File: src/rtl/prim_clock_div_mux.sv
// Divided-clock selector: a free-running counter provides power-of-two clocks, one of
// which is gated and registered onto clk_o; select changes are deferred to a common wrap.
module prim_clock_div_mux #(
    parameter int NumSel     = 4,
    parameter int DefaultSel = 0,
    parameter int SelW       = $clog2(NumSel)
) (
    input  logic            clk_i,
    input  logic            rst_i,
    input  logic            sel_req_i,
    input  logic [SelW-1:0] sel_i,
    input  logic            en_i,
    output logic            clk_o,
    output logic [SelW-1:0] sel_o,
    output logic            busy_o,
    output logic            sel_ack_o,
    output logic            err_o
);

    localparam logic [NumSel-1:0] CntOnes  = {NumSel{1'b1}};
    localparam logic [SelW-1:0]   DefSel   = SelW'(DefaultSel);
    localparam logic [SelW:0]     SelLimit = (SelW+1)'(NumSel);

    logic [NumSel-1:0] cnt_r;
    logic [SelW-1:0]   sel_r;
    logic [SelW-1:0]   pend_r;
    logic              busy_r;
    logic              ack_r;
    logic              err_r;
    logic              gate_r;
    logic              clk_r;

    logic [NumSel-1:0] cnt_nxt_s;
    logic              wrap_s;
    logic              switch_s;
    logic              accept_s;
    logic              drop_s;
    logic [SelW-1:0]   sel_nxt_s;
    logic              next_bit_s;
    logic              gate_nxt_s;

    // Next-state decode: counter, request qualification, switch point and gate update.
    always_comb begin
        cnt_nxt_s  = cnt_r + NumSel'(1);
        wrap_s     = (cnt_r == CntOnes);
        switch_s   = wrap_s & busy_r;
        accept_s   = 1'b0;
        drop_s     = 1'b0;
        if (sel_req_i) begin
            if (!busy_r && ({1'b0, sel_i} < SelLimit)) begin
                accept_s = 1'b1;
            end else begin
                drop_s = 1'b1;
            end
        end else begin
            accept_s = 1'b0;
        end
        if (switch_s) begin
            sel_nxt_s = pend_r;
        end else begin
            sel_nxt_s = sel_r;
        end
        next_bit_s = cnt_nxt_s[sel_nxt_s];
        // The enable is only sampled while the next output level is low, so a phase is never cut.
        if (next_bit_s) begin
            gate_nxt_s = gate_r;
        end else begin
            gate_nxt_s = en_i;
        end
    end

    // State registers with synchronous reset.
    always_ff @(posedge clk_i) begin
        if (rst_i) begin
            cnt_r  <= '0;
            sel_r  <= DefSel;
            pend_r <= DefSel;
            busy_r <= 1'b0;
            ack_r  <= 1'b0;
            err_r  <= 1'b0;
            gate_r <= 1'b0;
            clk_r  <= 1'b0;
        end else begin
            cnt_r  <= cnt_nxt_s;
            sel_r  <= sel_nxt_s;
            gate_r <= gate_nxt_s;
            clk_r  <= gate_nxt_s & next_bit_s;
            ack_r  <= switch_s;
            err_r  <= drop_s;
            // Accept and switch are exclusive: accept needs idle, switch needs busy.
            if (accept_s) begin
                pend_r <= sel_i;
                busy_r <= 1'b1;
            end else if (switch_s) begin
                busy_r <= 1'b0;
            end else begin
                busy_r <= busy_r;
            end
        end
    end

    assign clk_o     = clk_r;
    assign sel_o     = sel_r;
    assign busy_o    = busy_r;
    assign sel_ack_o = ack_r;
    assign err_o     = err_r;

endmodule

File: config.mk
export PLATFORM = sky130hd
export DESIGN_NAME = prim_clock_div_mux
export DESIGN_NICKNAME = d
export VERILOG_FILES = /design/src/rtl/prim_clock_div_mux.sv
export SDC_FILE = /design/constraint.sdc
export NUM_CORES = 1
export LEC_CHECK = 0
export ABC_AREA = 0
export CAP_MARGIN = 20
export CORE_AREA = 3 3 40 42
export DETAILED_ROUTE_END_ITERATION = 7
export DIE_AREA = 0 0 43 45
export PLACE_DENSITY = 0.66
export SLEW_MARGIN = 10
export SYNTH_ARGS = -nofsm -noshare
export SYNTH_HDL_FRONTEND = slang
export SYNTH_SLANG_ARGS = --single-unit
export TNS_END_PERCENT = 5
File: constraint.sdc
create_clock -name clk_i -period 2.3 [get_ports clk_i]
set_clock_uncertainty 0.15 [all_clocks]
set_input_delay 0.46 -clock clk_i [delete_from_list [all_inputs] [get_ports clk_i]]
set_output_delay 0.46 -clock clk_i [all_outputs]
set_load 0.02 [all_outputs]
After elaboration in Yosys (flattened, before gate mapping)
Index checks and enable logic that the tools add are counted.

word-level totals
  RAM bits = 0
  latch bits = 0
  logic and storage cells = 25
  flip-flop bits (word level) = 13
  output and inout bits = 6
  ROM bits = 0
  memories = 0

operators by class
  equal/unequal tests = 1
  multiply operators = 0
  multiplexer cells = 9
  bitwise operators = 3
  reduce and logical (&&, ||, !) cells = 2
  add/subtract/negate cells = 1
  $lt $le $gt $ge = 1
  shifts and indexed selects = 0
  div/mod/pow operators = 0

operators by type and width
  kind                                                                  count
  1-bit two-way mux                                                     7
  4-bit by 1-bit adder with 4-bit output, second input constant         1
  4-bit equality test, second input constant                            1
  2-bit by 3-bit < comparator with 1-bit output, second input constant  1
  1-bit AND                                                             2
  1-bit binary-select mux with 2-bit select                             1
  2-bit two-way mux                                                     1
  2-bit nonzero test                                                    1
  2-bit OR reduction                                                    1
  1-bit NOT                                                             1

Longest topological paths before layout
  depth after elaboration = 7
  gate-level depth with buffers = 6
  depth with buffers taken out = 6

Worst setup path after synthesis
No wires, ideal clock.

  kind = reg2reg
  from = register cnt_r[0]
  to = register gate_r
  setup time = 0.072 ns
  path buffers = 0
  data required time = 2.078 ns
  arrival = 1.521 ns
  setup slack = 0.557 ns
  cell stages (with the launch flop) = 7
  path through = dfxtp_1 -> ha_1 -> nand4_4 -> mux2i_2 -> nor2_1 -> a32oi_2 -> mux2i_1

on the way
  longest elaborated chain between the ends = 6
  elaborated cells between the ends (all ways) = 7
  those cells by class = add/sub: 1; eq/ne: 1; mux: 4; bitwise: 1

RTL lines
  what                                         RTL line  source
  start, declared                              24        logic [NumSel-1:0] cnt_r;
  start signal, assigned                       84        cnt_r <= cnt_nxt_s;
  4-bit equality test                          45        wrap_s = (cnt_r == CntOnes);
  1-bit AND                                    46        switch_s = wrap_s & busy_r;
  2-bit two-way mux                            58        if (switch_s) begin
  1-bit binary-select mux with 2-bit select *  63        next_bit_s = cnt_nxt_s[sel_nxt_s];
  1-bit two-way mux (not written as such) *    63
  1-bit two-way mux *                          65        if (next_bit_s) begin
  end signal, assigned                         86        gate_r <= gate_nxt_s;
  end, declared                                30        logic gate_r;

Mark *: on every way between the ends. The rest lies on a longest branch, timed or not. The select of a mux whose other input is x is not followed.
A chain may end at the register's enable or synchronous reset.

Worst setup path in the final report
  from = register busy_r (netlist: busy_o)
  to = output busy_o

RTL lines
  what                    RTL line  source
  start, declared         27        logic busy_r;
  start signal, assigned  97        busy_r <= busy_r;
  end, declared           15        output logic busy_o,

No word-level cell between the ends.

==> impl_results.md <==
* Diodes inserted at 0
* Crit. Startpoint: busy_o$_SDFFE_PP0P_
* Number of port buffers at 11
* Worst R2R End: gate_r$_SDFF_PP0_
* H-Tree Level Count at 1
* Max Slew Vio Count at 0
* Post-CTS setup buffer count at 0
* CTS Buf Count at 3
* P&R area growth vs syn at 29.7%
* Reg2reg setup slack at 390 ps
* Ys Warns at 0
* RSZ-0062 raised after global routing: no
* Die area at 1940 um2
* PwrDens at 623 nW/um2
* Core Box Area at 1280 um2
* Avg Cell Area, Syn at 9.89 um2
* Synth top area share at 48.7%
* Final worst path period need at 2030 ps
* Initial core utilization at 41.6%
* Setup crit end kind: output port
* Cell variety after synth at 20
* Cell row count at 13
* Setup TNS at 0 ps
* WP data arrival at 1420 ps
* Worst Hold Endpoint: clk_o$_SDFF_PP0_
* Drt wl/cell at 11.3 um
* Final setup violation count at 0
* Post_cts resized at 0
* Most frequent cells in the layout: nor2_1, dfxtp_1, clkdlybuf4s50_1
* GPL Wtd Cong at 0.825
* Slowest stage cell, crit path: clkdlybuf4s50_1
* Fmax at 493 MHz
* Via Count at 423
* Startpoint Class: flop
* Buf/Inv on CP at 1
* GRT Total Usage at 12.8%
* Worst path cell trace: clkdlybuf4s50_1
* DRT antenna net count at 0
* Root Buffer: clkbuf_4
* # DRC at 0
* Sequential area share after synthesis at 48.7%
* Leakage Power at 0.000287 uW
* Synth Instances at 54
* Vias in the first global route at 378
* CTS sink count at 13
* Die H at 45 um
* Relative slew slack at 81.4%
* Io pins at 12
* Final Util at 53.9%
* Die width at 43 um
* Critical path fanouts, max at 7
* Clock latency on the worst-skew pair at 280 ps
* Initial antenna violation count at 0
* TritonCTS clock tree: yes
* CTS max path bufs at 2
* Max-cap violations at 0
* Via density at 5.04
* Synthesis-stage register bit count at 13
* Worst r2r src: cnt_r[0]$_SDFF_PP0_
* Largest vdd supply drop at 0.000316 V
* Final hold vios at 0
* Crit path kind: reg2out
* Syn Nets at 61
* Hold Crit Start: gate_r$_SDFF_PP0_
* Worst Path Required at 1690 ps
* Synth Cell Area at 534 um2
* Slew @ Worst Pin at 279 ps
* Hpwl dp at 706 um
* Fraction of layout cells with a size suffix above 1 at 13.0%
* Synth area leader: dfxtp_1
* Crit-path leading delay family: buffers and inverters
* Reg2reg path depth at 6
* Status: complete, no violations
* Top post-synthesis cells by area: dfxtp_1, nor2_1, mux2i_1
* Hold Path Class: reg2reg
* CP peak stage delay at 660 ps
* Grt total ovfl at 0
* Worst-path clk slew at 80 ps
* Largest net degree at the start of global routing at 9
* Final Net Count at 77
* Period utilisation layout at 88.2%
* Post-CTS Hold Fix Bufs at 0
* Routed wire length at 951 um
* First-pass GRT wire length at 1770 um
* WHS Path Cells at 2
* Drt pass-1 iters at 4
* Iter 0 DRT Violations at 5
metrics by stage:
stage          instance area (um2)  instances  setup slack, ps  hold WS [ps]  power [uW]
6_report                       693         84              270           316         432
3_3_place_gp                   667         80              491           306         297
4_1_cts                        693         84              249           317         441
3_5_place_dp                   667         80              399           303         297
2_1_floorplan                  534         54              557           282         276
5_1_grt                        693         84              192           360         458
Yosys cell counts:
master     n
nand2_1    3
clkbuf_1   1
nand4_1    1
nor2_1    13
a21oi_1    1
a211oi_1   1
a32oi_2    1
inv_1      3
dfxtp_1   13
mux2i_1    4
ha_1       1
and2b_2    1
nand2b_1   2
nor3_1     1
xnor2_1    2
mux2i_2    2
nand3_1    1
a31oi_1    1
nand3b_1   1
nand4_4    1
cells by family (layout without fill, tap and decap cells):
group	Yosys count	count (layout)	share of synthesized area [%]
fa+ha+maj	1	1	2.34
compound gates	4	4	6.56
simple gates	24	24	23.7
buf+inv	4	19	2.81
mux	6	6	12.6
xor+xnor	2	2	3.28
flops	13	13	48.7
worst reg2reg max path: cells and delay by family (launching register included):
kind / cells / cell delay (ps)
mux: 2 / 500
fa+ha+maj: 1 / 290
simple gates: 2 / 260
compound gates: 1 / 260
flops: 1 / 390
worst max path at each step:
| stage | to | slack, ps | cells after the start |
|---|---|---|---|
| final | busy_o | 270 | 1 |
| after global routing | busy_o | 190 | 1 |
| after CTS | busy_o | 250 | 1 |
| after detailed placement | gate_r$_SDFF_PP0_ | 400 | 6 |
| after global placement | gate_r$_SDFF_PP0_ | 490 | 6 |
| after floorplan | gate_r$_SDFF_PP0_ | 560 | 6 |
state kept, by name, indices dropped and copies added (netlist names):
signal and cells:
cnt_r 4, pend_r 2, sel_o 2, sel_ack_o 1, busy_o 1, err_o 1, gate_r 1, clk_o 1
area by class of cell:
cell class / instances / area (um2)
clock buffers: 4 / 26.3
fillers: 127 / 592
inverters: 3 / 11.3
multi-input cells: 37 / 259
flip-flops and latches: 13 / 260
well taps: 15 / 18.8
repair buffers: 12 / 118
power by group:
group	switching, uW	internal (uW)
Combinational	20.5	25.4
Clock	73.5	67.3
Sequential	10.3	235
layer usage:
layer | vias to the layer above | part of all wire (%) | GRT usage (%)
met4 | 0 | 2.5 | 7.23
met2 | 17 | 40 | 16.8
met1 | 189 | 47 | 16.7
met5 | - | 0 | 0
li1 | 212 | - | -
met3 | 5 | 11 | 6.77
(Power assumes the default switching activity.)
